[src/rtl/mux_rr_arbiter.sv]
`default_nettype none
// ============================================================================
// mux_rr_arbiter : two-source round-robin arbiter feeding one registered 2:1 mux
// Optional packet lock enabled by defining MUX_LOCK_EN.
// Revision: 1.0
// ============================================================================
module mux_rr_arbiter #(
  parameter int WIDTH = 8
) (
  input  logic             clk,
  input  logic             rst_n,
  input  logic             a_valid,
  input  logic [WIDTH-1:0] a_data,
  input  logic             a_last,
  output logic             a_ready,
  input  logic             b_valid,
  input  logic [WIDTH-1:0] b_data,
  input  logic             b_last,
  output logic             b_ready,
  output logic             out_valid,
  output logic [WIDTH-1:0] out_data,
  output logic             out_last,
  output logic             out_src,
  input  logic             out_ready
);

  logic load_en;
  logic allow_a;
  logic allow_b;
  logic want_a;
  logic want_b;
  logic sel_b;
  logic prio;
  logic xfer_a;
  logic xfer_b;

  assign load_en = !out_valid || out_ready;

`ifdef MUX_LOCK_EN
  logic lock;
  logic lock_src;

  // A locked packet excludes the other source even while the owner is idle.
  assign allow_a = !lock || !lock_src;
  assign allow_b = !lock || lock_src;
`else
  assign allow_a = 1'b1;
  assign allow_b = 1'b1;
`endif

  assign want_a  = a_valid && allow_a;
  assign want_b  = b_valid && allow_b;
  assign sel_b   = want_b && (!want_a || prio);

  assign a_ready = load_en && want_a && !sel_b;
  assign b_ready = load_en && sel_b;
  assign xfer_a  = a_valid && a_ready;
  assign xfer_b  = b_valid && b_ready;

  always_ff @(posedge clk or negedge rst_n) begin
    if (!rst_n) begin
      out_valid <= 1'b0;
      out_data  <= '0;
      out_last  <= 1'b0;
      out_src   <= 1'b0;
      prio      <= 1'b0;
    end else if (load_en) begin
      if (xfer_a) begin
        out_valid <= 1'b1;
        out_data  <= a_data;
        out_last  <= a_last;
        out_src   <= 1'b0;
        prio      <= 1'b1;
      end else if (xfer_b) begin
        out_valid <= 1'b1;
        out_data  <= b_data;
        out_last  <= b_last;
        out_src   <= 1'b1;
        prio      <= 1'b0;
      end else begin
        out_valid <= 1'b0;
      end
    end
  end

`ifdef MUX_LOCK_EN
  always_ff @(posedge clk or negedge rst_n) begin
    if (!rst_n) begin
      lock     <= 1'b0;
      lock_src <= 1'b0;
    end else if (xfer_a) begin
      lock     <= !a_last;
      lock_src <= 1'b0;
    end else if (xfer_b) begin
      lock     <= !b_last;
      lock_src <= 1'b1;
    end
  end
`endif

endmodule
`default_nettype wire

[config.mk]
export PLATFORM = sky130hd
export DESIGN_NAME = mux_rr_arbiter
export DESIGN_NICKNAME = d
export VERILOG_FILES = /design/src/rtl/mux_rr_arbiter.sv
export SDC_FILE = /design/constraint.sdc
export NUM_CORES = 1
export LEC_CHECK = 0
export BUFFER_PORTS_ARGS = -buffer_cell sky130_fd_sc_hd__buf_2
export CORE_UTILIZATION = 25
export DETAILED_ROUTE_END_ITERATION = 6
export GPL_ROUTABILITY_DRIVEN = 0
export PLACE_DENSITY = 0.61
export REMOVE_ABC_BUFFERS = 1
export SLEW_MARGIN = 20
export SYNTH_ARGS = -nofsm -noshare
export SYNTH_HDL_FRONTEND = slang
export SYNTH_SLANG_ARGS = --single-unit
[constraint.sdc]
create_clock -name clk -period 1.6 [get_ports clk]
set_input_delay 0.48 -clock clk [delete_from_list [all_inputs] [get_ports clk]]
set_output_delay 0.48 -clock clk [all_outputs]
set_load 0.01 [all_outputs]
[After elaboration in Yosys (flattened, before gate mapping)]
Cells that the tools add are included.
Word-level totals
  input bits: 23
  register bits after elaboration: 12
  output and inout bits: 13
  logic and storage cells: 28
Cells by class
  multiplexer cells: 10
  reductions and logical operators: 13
Operators with widths (count)
  $mux 8: 2
  $mux 1: 8
  $logic_and 1x1->1: 6
  $logic_not 1->1: 3
  $logic_or 1x1->1: 2
  $reduce_and 2->1: 1
  $reduce_bool 2->1: 1

[Logic depth before layout (Yosys ltp)]
Gate-level depths: netlist of the first run.
  depth in word-level cells: 8
  depth in mapped cells: 4
  depth with buffers taken out: 3

[Least setup slack after synthesis of the first run]
Ideal clock, no wire load.
  kind: input-to-output
  start: input out_ready
  end: output b_ready
  path buffers: 1
  slack: -0.075 ns
  required time: 1.120 ns
  stages: 4
  arrival: 1.195 ns
  cell sequence: nand2b_1 clkbuf_1 nand2_1 a21oi_1
Between the ends
  word-level cells in the longest chain between the ends: 2
Ends and longest elaborated chain
  start, declared: RTL line 24  | input logic out_ready
  $logic_or 1x1->1: RTL line 37  | assign load_en = !out_valid || out_ready;
  $logic_and 1x1->1: RTL line 56  | assign b_ready = load_en && sel_b;
  end, declared: RTL line 19  | output logic b_ready,
No other way between the ends.

[Final worst setup path of the first run]
  start: register out_valid
  end: output b_ready
Between the ends
  word-level cells in the longest chain between the ends: 3
Ends and longest elaborated chain
  start, declared: RTL line 20  | output logic out_valid,
  start signal, assigned: RTL line 62  | out_valid <= 1'b0;
  start signal, assigned: RTL line 69  | out_valid <= 1'b1;
  start signal, assigned: RTL line 75  | out_valid <= 1'b1;
  $logic_not 1->1: RTL line 37
  $logic_or 1x1->1: RTL line 37
  $logic_and 1x1->1: RTL line 56
No other way between the ends.

==> out/metrics.csv, run 1 <==
stage,metric,value,unit
synthesis,"Seq/Total Area, Yosys",49.48,%
sta,Slew HR,51.03,%
sta,# setup viols final,0,
finish,layout cells sized above 1,45.19,%
die,Die Area,2628,sq um
grt,M3 GR Usage,4.762,%
finish,Final Cell Area,875.8,sq um
place,hpwl dp,1.251,mm
worst_hold_path,hold crit path type,in2async,
worst_setup_path,CP Cell Sequence,nand2b_4 > nand2_1 > a21oi_1 > buf_2,
worst_setup_path,critical path arrival,1100,ps
sta,setup ws final,15.96,ps
grt,grt met1 use,14.57,%
worst_setup_path,worst stage delay on the critical path,430,ps
clock_tree,CTS buffer count,3,
worst_setup_path,"Slowest-stage cell, CP",dfrtp_1,
worst_setup_path,FF-to-FF End,out_data[2],
worst_setup_path,FF-to-FF Start,out_valid,
synthesis,"Avg Cell Area, Syn",9.632,sq um
sta,worst-margin pin slew,729.6,ps
route,final wirelength,1.689,mm
grt,Tot GR Track Use,13.77,%
worst_setup_path,worst setup path category,reg2out,
power_and_ir_drop,total power,0.0007947,W
place,Post-DP Area,839.6,sq um
run,max-cap violation count,0,
power_and_ir_drop,leakage power of the design,0.4512,nW
worst_setup_path,Worst Path Buf+Inv,1,
worst_setup_path,Worst EP required,1120,ps
route,initial DRC count,9,
clock_tree,Max Root-Sink Buffers,2,
place,Port-buffer cells,35,
finish,Area Growth Syn to Fin,44.33,%
route,1st-pass router iterations,4,
sta,"Slew Viols, Final",0,
die,Die Ht,51.27,um
worst_setup_path,crit-path max FO,5,
synthesis,yosys warns,0,
grt,grt peak-use layer,met2,
worst_setup_path,Crit. End Element,output pin,
sta,period utilization,99.00,%
clock_tree,CTS sink cnt,12,
sta,clk_skew,7.031,ps
route,post-route ant nets,0,
outcome,status,completed,
finish,"Core Util, Final",38.85,%
clock_tree,worst skew pair latency,280,ps
route,drt wl/cell,12.80,um
finish,Fill cells,253,
finish,layout net count,129,
finish,Reg area,300.3,sq um
worst_setup_path,"CP delay by family, top",flip-flops,
clock_tree,H-tree depth,1,
synthesis,post-synthesis cell count,63,
finish,Multi-input gate area,261.5,sq um
die,Starting Density,26.91,%
sta,hold violation total from the final report,0,
grt,number of global-route vias before repair,600,
route,DRC viols,0,
synthesis,Seq cells post-synth,12,
sta,fin crit period,1584,ps
place,DP Worst Slack,4.027,ps
die,num ports,36,
die,Die Wd,51.27,um
clock_tree,Clock Tree Root,clkbuf_4,
synthesis,Mapped Area,606.8,sq um
clock_tree,TritonCTS clock tree,built,
finish,Antenna Cells,0,
route,vias,634,
sta,max frequency,631.3,MHz
die,row cnt,17,
power_and_ir_drop,worst vdd rail ir drop,0.3323,mV
route,via/cell ratio,4.803,
power_and_ir_drop,Power Density,907.3,nW/um^2
grt,initial antenna violation count,0,
worst_setup_path,r2r setup slk,260,ps
worst_setup_path,worst reg2reg path depth,3,
grt,grt met2 use,23.46,%
clock_tree,Clock transition at path regs,80,ps
die,core area,2255,sq um
grt,total global routing overflow,0,
grt,largest net degree at the start of global routing,13,
grt,first-pass GRT wire length,2.594,mm
synthesis,Synth cell types,18,
clock_tree,Post-CTS Hold Buffers,0,
worst_setup_path,Critical Path Source Type,register,
sta,RSZ-0062 raised after global routing,yes,
## how the worst max path moves through the flow
stage                   to  cells past startpoint  slack, ps      start
6_report           b_ready                      4         20  out_valid
4_1_cts            b_ready                      4        -20  out_valid
5_1_grt            b_ready                      4        -50  out_valid
2_1_floorplan      b_ready                      3         40  out_ready
3_5_place_dp   out_data[7]                      3          4    b_valid
3_3_place_gp      out_last                      3         30    b_valid
## synthesized netlist by cell type
master    instances  area (sq um)
o311ai_2          1         16.27
nand2b_1          1         6.260
nand3_1           9         45.04
inv_1            10         37.54
dfrtp_1          12         300.3
o21ai_0           9         45.04
o311ai_1          6         52.55
nand2_1           2         7.510
nor2_1            2         7.510
a21boi_4          1         18.77
clkbuf_1          1         3.750
and2_4            1         8.760
buf_6             1         11.26
a21oi_1           2         10.01
o311ai_0          2         17.52
a21o_1            1         7.510
o21ai_1           1         5.000
nor2b_1           1         6.260
## worst reg2reg max path, stage by stage, from the launching register on
cell and delay (ps):
dfrtp_1 420, nor2b_1 500, o21ai_0 220, o311ai_2 100
## final cells by class
type                            instances  area share, %
Tap cell                               28          4.000
Timing Repair Buffer                   40          25.00
Clock buffer                            3          2.571
Sequential cell                        12          34.29
Multi-Input combinational cell         39          29.86
Inverter                               10          4.286
## kinds of logic (layout without fill, tap and decap cells)
logic type	after synthesis	count (layout)	synth area share (%)
DFF	12	12	49.48
AOI/OAI and AO/OA	23	23	28.45
buffers and inverters	12	53	8.660
and+or+nand+nor	16	16	13.40
## what timing repair did
action	in CTS	in global routing
setup buffers	0	0
endpoints found under the setup margin	1	2
pin swaps	1	0
resized for setup	0	2
## sequential cells by signal (all words and copies together) (netlist names)
register   cells
prio           1
out_last       1
out_valid      1
out_src        1
out_data       8
## placed cells by master, fill, tap and decap left out
cell type  count
buf_2         34
dfrtp_1       12
inv_1         10
nand3_1        9
o21ai_0        9
o311ai_1       6
buf_4          5
clkbuf_4       3
nand2_1        2
a21oi_1        2
nor2_1         2
o311ai_0       2
nand2b_4       1
a21boi_4       1
and2_4         1
o21ai_1        1
nor2b_1        1
o311ai_2       1
a21o_1         1
buf_6          1
## layer usage
layer	part of all wire (%)	routed length (um)	vias to the layer above
met1	42	705	292
met2	48	803	27
li1	-	-	310
met5	0	0	-
met3	8.3	141	5
met4	2.2	38	0
## report_power, final
group	total [W]	switching (W)	internal (W)
Combinational	0.000230	0.000121	0.000109
Clock	0.000190	0.000102	0.0000872
Sequential	0.000375	0.0000248	0.000351
## per-stage QoR
step / setup TNS, ps / std cells / hold WS, ps
floorplan: 0 / 61 / 184.4
global placement: 0 / 129 / 377.4
detailed placement: 0 / 129 / 382.4
CTS: -19.02 / 132 / 81.25
global route: -67.06 / 132 / 83.45
finish: 0 / 132 / 73.13
No activity file was read; power rests on OpenSTA's default activity.
==> run 2: changes to the inputs <==
==> constraint.sdc (replaced) <==
create_clock -name clk -period 1.6 [get_ports clk]
set_input_delay 0.48 -clock clk [delete_from_list [all_inputs] [get_ports clk]]
set_output_delay 0.48 -clock clk [all_outputs]
set_load 0.1 [all_outputs]
==> out/metrics.csv, run 2 (same netlist as run 1, synthesis figures left out) <==
stage,metric,value,unit
finish,most frequent cells in the layout,"32 x buf_2, 15 x buf_4, 12 x dfrtp_1",
sta,Slew HR,63.72,%
grt,initial antenna violation count,0,
worst_setup_path,Critical Path Source Type,register,
sta,clk_skew,2.522,ps
die,core area,2255,sq um
finish,layout net count,140,
finish,Area Growth Syn to Fin,75.05,%
route,drt wl/cell,13.17,um
clock_tree,Clock Tree Root,clkbuf_4,
worst_setup_path,worst setup path category,reg2out,
outcome,status,"finished, violations left",
worst_setup_path,crit-path max FO,3,
worst_setup_path,critical path arrival,1190,ps
finish,Biggest register,out_data,
finish,Antenna Cells,0,
die,Die Wd,51.27,um
place,hpwl dp,1.341,mm
worst_setup_path,CP startpoint,prio,
worst_hold_path,hold crit path type,in2async,
route,initial DRC count,2,
die,row cnt,17,
power_and_ir_drop,worst vdd rail ir drop,0.5571,mV
clock_tree,H-tree depth,1,
power_and_ir_drop,total power,0.001207,W
worst_setup_path,FF-to-FF Start,out_valid,
sta,worst-margin pin slew,543.1,ps
finish,layout cells sized above 1,58.26,%
worst_setup_path,Setup crit end,a_ready,
route,DRC viols,0,
grt,first-pass GRT wire length,2.994,mm
grt,largest net degree at the start of global routing,13,
finish,max FFs per register,8,
grt,number of global-route vias before repair,675,
die,Die Area,2628,sq um
die,Die Ht,51.27,um
sta,hold violation total from the final report,0,
clock_tree,worst skew pair latency,260,ps
place,DP Worst Slack,-138.8,ps
clock_tree,CTS buffer count,3,
clock_tree,TritonCTS clock tree,built,
finish,"commonest non-fill, non-tap cell in the layout",buf_2,
sta,fin crit period,1666,ps
sta,max frequency,600.2,MHz
sta,"Slew Viols, Final",0,
worst_setup_path,Crit. End Element,output pin,
power_and_ir_drop,Power Density,1136,nW/um^2
route,final wirelength,1.884,mm
clock_tree,Clock transition at path regs,70,ps
clock_tree,Max Root-Sink Buffers,2,
grt,total global routing overflow,0,
clock_tree,CTS sink cnt,12,
sta,setup ws final,-66.11,ps
power_and_ir_drop,leakage power of the design,0.5283,nW
place,Port-buffer cells,35,
clock_tree,Post-CTS Hold Buffers,0,
worst_setup_path,Worst EP required,1120,ps
sta,RSZ-0062 raised after global routing,yes,
worst_setup_path,r2r setup slk,30,ps
sta,# setup viols final,2,
die,num ports,36,
sta,period utilization,104.1,%
worst_setup_path,worst reg2reg path depth,9,
grt,Tot GR Track Use,15.27,%
worst_setup_path,FF-to-FF End,out_data[1],
finish,Fill cells,224,
outcome,failing checks,negative setup slack,
route,vias,678,
die,Starting Density,26.91,%
run,max-cap violation count,0,
route,post-route ant nets,0,
route,via/cell ratio,4.741,
route,1st-pass router iterations,4,
## run 2: cell count changes in the layout (fill, tap and decap cells not counted), sizes merged
cell	change
buf	+11
## run 2: worst min-delay path by stage
stage	from	to	slack, ps	cells past startpoint
after floorplan	rst_n	out_data[0]	180	0
after global placement	rst_n	out_data[3]	370	1
after detailed placement	rst_n	out_data[3]	370	1
after CTS	rst_n	out_data[5]	90	1
after global routing	rst_n	out_data[5]	90	1
final	rst_n	out_data[5]	80	1
## run 2: what timing repair did
item                                    4_1_cts  5_1_grt
endpoints found under the setup margin        2       11
resized for setup                             3       14
pin swaps                                     1        0
setup buffers                                 6        1
## run 2: through the flow
step           cells  TNS (ps)  util, %  area [sq um]  hold slack (ps)
3_3_place_gp     133    -112.9    39.90         899.6            372.5
2_1_floorplan     61     -7283        -         591.8            184.4
5_1_grt          143    -412.2    47.11          1062            86.72
3_5_place_dp     133    -143.3    39.90         899.6            374.6
6_report         143    -110.5    47.11          1062            83.63
4_1_cts          142    -144.8    43.51         980.9            86.23
## run 2: area by class of cell
class                   count  area (sq um)  share of cell area [%]
repair buffers             51         335.3                   31.57
well taps                  28         35.03                   3.298
flip-flops and latches     12         300.3                   28.27
clock buffers               3         22.52                   2.120
inverters                  10         37.54                   3.534
multi-input cells          39         331.6                   31.21
## run 2: critical path, stage by stage (launching register included)
cell and delay [ps]:
dfrtp_1 430, a21boi_4 150, and2_4 170, buf_12 170
## run 2: power by group
| part | total, W | switching [W] | internal, W |
|---|---|---|---|
| registers | 0.000376 | 0.0000260 | 0.000350 |
| clock network | 0.000180 | 0.0000932 | 0.0000867 |
| logic | 0.000650 | 0.000488 | 0.000163 |
## run 2: per-layer routing
| metal | part of all wire, % | up-vias | track usage [%] | wire length, um |
|---|---|---|---|---|
| met5 | 0 | - | 0 | 0 |
| met1 | 44 | 318 | 19.19 | 826 |
| met4 | 0.21 | 0 | 4.054 | 4 |
| met2 | 49 | 26 | 25.88 | 926 |
| met3 | 6.7 | 2 | 3.869 | 127 |
| li1 | - | 332 | - | - |
==> run 3: changes to the inputs <==
--- a/config.mk
+++ b/config.mk
@@ -6,12 +6,13 @@
 export NUM_CORES = 1
 export LEC_CHECK = 0
 export BUFFER_PORTS_ARGS = -buffer_cell sky130_fd_sc_hd__buf_2
-export CORE_UTILIZATION = 25
+export CORE_UTILIZATION = 41
 export DETAILED_ROUTE_END_ITERATION = 6
 export GPL_ROUTABILITY_DRIVEN = 0
-export PLACE_DENSITY = 0.61
+export PLACE_DENSITY = 0.86
 export REMOVE_ABC_BUFFERS = 1
 export SLEW_MARGIN = 20
 export SYNTH_ARGS = -nofsm -noshare
 export SYNTH_HDL_FRONTEND = slang
 export SYNTH_SLANG_ARGS = --single-unit
+export TNS_END_PERCENT = 10
==> out/metrics.csv, run 3 (same netlist as run 1, synthesis figures left out) <==
stage,metric,value,unit
outcome,status,"finished, violations left",
outcome,failing checks,negative setup slack,
sta,hold_ws,83.74,ps
finish,Area Growth Syn to Fin,51.34,%
power_and_ir_drop,leakage power of the design,0.4740,nW
route,1st-pass router iterations,4,
power_and_ir_drop,Logic pwr share,49.1,%
power_and_ir_drop,sequential power share,31.4,%
grt,number of global-route vias before repair,552,
grt,total global routing overflow,0,
route,drt wl/cell,13.43,um
grt,largest net degree at the start of global routing,13,
die,Die Wd,40.47,um
sta,# setup viols final,2,
sta,RSZ-0062 raised after global routing,yes,
sta,setup TNS after final layout,-185.3,ps
place,Post-DP Area,868.3,sq um
clock_tree,Clock transition at path regs,80,ps
finish,final non-filler cell total,123,
clock_tree,H-tree depth,1,
grt,first-pass GRT wire length,2.352,mm
sta,clk_skew,1.217,ps
finish,Fill cells,110,
power_and_ir_drop,Switch Pwr,0.0005861,W
place,placed cell count,118,
worst_setup_path,Critical Path Source Type,register,
run,max-cap violation count,0,
worst_setup_path,crit-path max FO,4,
clock_tree,Clock Tree Root,clkbuf_4,
sta,setup ws final,-132.6,ps
worst_setup_path,critical path arrival,1250,ps
route,vias,680,
power_and_ir_drop,sw frac,48.90,%
worst_hold_path,hold crit path type,in2async,
route,DRC viols,0,
sta,period utilization,108.3,%
die,Die Ht,40.47,um
place,Port-buffer cells,35,
power_and_ir_drop,Clk pwr share,19.6,%
finish,Biggest register,out_data,
route,via/cell ratio,5.528,
worst_setup_path,"Slowest-stage cell, CP",dfrtp_1,
power_and_ir_drop,Power Density,1305,nW/um^2
sta,Slew HR,66.26,%
finish,"commonest non-fill, non-tap cell in the layout",buf_2,
finish,layout cells sized above 1,47.22,%
sta,worst-margin pin slew,505.0,ps
finish,layout net count,132,
grt,Tot GR Track Use,22.62,%
clock_tree,worst skew pair latency,260,ps
die,row cnt,13,
sta,hold violation total from the final report,0,
place,hpwl dp,1.203,mm
power_and_ir_drop,internal power,0.0006124,W
clock_tree,Max Root-Sink Buffers,2,
clock_tree,TritonCTS clock tree,built,
route,initial DRC count,19,
finish,most frequent cells in the layout,"32 x buf_2, 12 x dfrtp_1, 10 x inv_1",
die,core area,1334,sq um
clock_tree,CTS sink cnt,12,
route,final wirelength,1.652,mm
die,num ports,36,
power_and_ir_drop,worst vdd rail ir drop,0.6983,mV
worst_setup_path,CP Cell Sequence,nand2b_1 > nand2_1 > a21oi_2 > buf_12,
sta,fin crit period,1733,ps
route,post-route ant nets,0,
grt,initial antenna violation count,0,
worst_setup_path,worst setup path category,reg2out,
die,Die Area,1638,sq um
die,Starting Density,45.50,%
sta,max frequency,577.2,MHz
finish,Antenna Cells,0,
worst_setup_path,worst stage delay on the critical path,380,ps
sta,"Slew Viols, Final",0,
finish,max FFs per register,8,
finish,Final Cell Area,918.4,sq um
worst_setup_path,Crit. End Element,output pin,
worst_setup_path,Worst EP required,1120,ps
clock_tree,CTS buffer count,3,
[run 3: cell type report]
cell class | count | area (sq um) | area share, %
Tap cell | 15 | 18.77 | 2.044
Timing Repair Buffer | 43 | 267.8 | 29.16
Clock buffer | 4 | 36.28 | 3.951
Inverter | 10 | 37.54 | 4.087
Multi-Input combinational cell | 39 | 257.7 | 28.07
Sequential cell | 12 | 300.3 | 32.70
[run 3: routing by layer]
metal | part of all wire (%) | vias to the layer above | GRT usage (%)
met5 | 0 | - | 0
met3 | 7.1 | 4 | 3.333
met1 | 37 | 315 | 24.75
met4 | 1.9 | 0 | 10.00
li1 | - | 321 | -
met2 | 54 | 40 | 42.06
[run 3: critical path, delay by kind of cell, from the launching register on]
kind / cells / cell delay (ps)
DFF: 1 / 380
AOI/OAI and AO/OA: 1 / 170
and+or+nand+nor: 2 / 230
buffers and inverters: 1 / 200
[run 3: power groups by stage]
stage / clock network [W] / logic (W) / registers [W]
3_3_place_gp: 0 / 0.000577 / 0.000379
4_1_cts: 0.000244 / 0.000589 / 0.000376
6_report: 0.000235 / 0.000588 / 0.000376
3_5_place_dp: 0 / 0.000584 / 0.000382
5_1_grt: 0.000262 / 0.000613 / 0.000384
2_1_floorplan: 0 / 0.000116 / 0.000705
[run 3: metrics by stage]
| stage | worst slack [ps] | total power [W] | utilization (%) |
|---|---|---|---|
| floorplan | -1636 | 0.0008204 | - |
| global placement | -112.5 | 0.0009564 | 65.10 |
| detailed placement | -150.5 | 0.0009654 | 65.10 |
| CTS | -135.6 | 0.001209 | 68.86 |
| global route | -221.8 | 0.001258 | 68.86 |
| finish | -132.6 | 0.001199 | 68.86 |
[run 3: final timing paths]
kind	end	cells past startpoint	startpoint	slack, ps
setup / recovery	b_ready	4	out_valid	-130
hold / removal	out_data[3]	1	rst_n	80
setup reg to reg	out_last	5	out_valid	320
hold reg to reg	out_src	2	out_src	520
max in group asynchronous	out_src	1	rst_n	1300
min in group clk	out_data[0]	3	a_data[0]	460
[run 3: repair_timing]
| item | 4_1_cts | 5_1_grt |
|---|---|---|
| pin swaps | 1 | 0 |
| hold buffers | 0 | 0 |
| hold endpoints to repair | 0 | 0 |
| setup buffers | 1 | 0 |
| setup endpoints to repair | 2 | 2 |
| gates resized for setup | 2 | 0 |
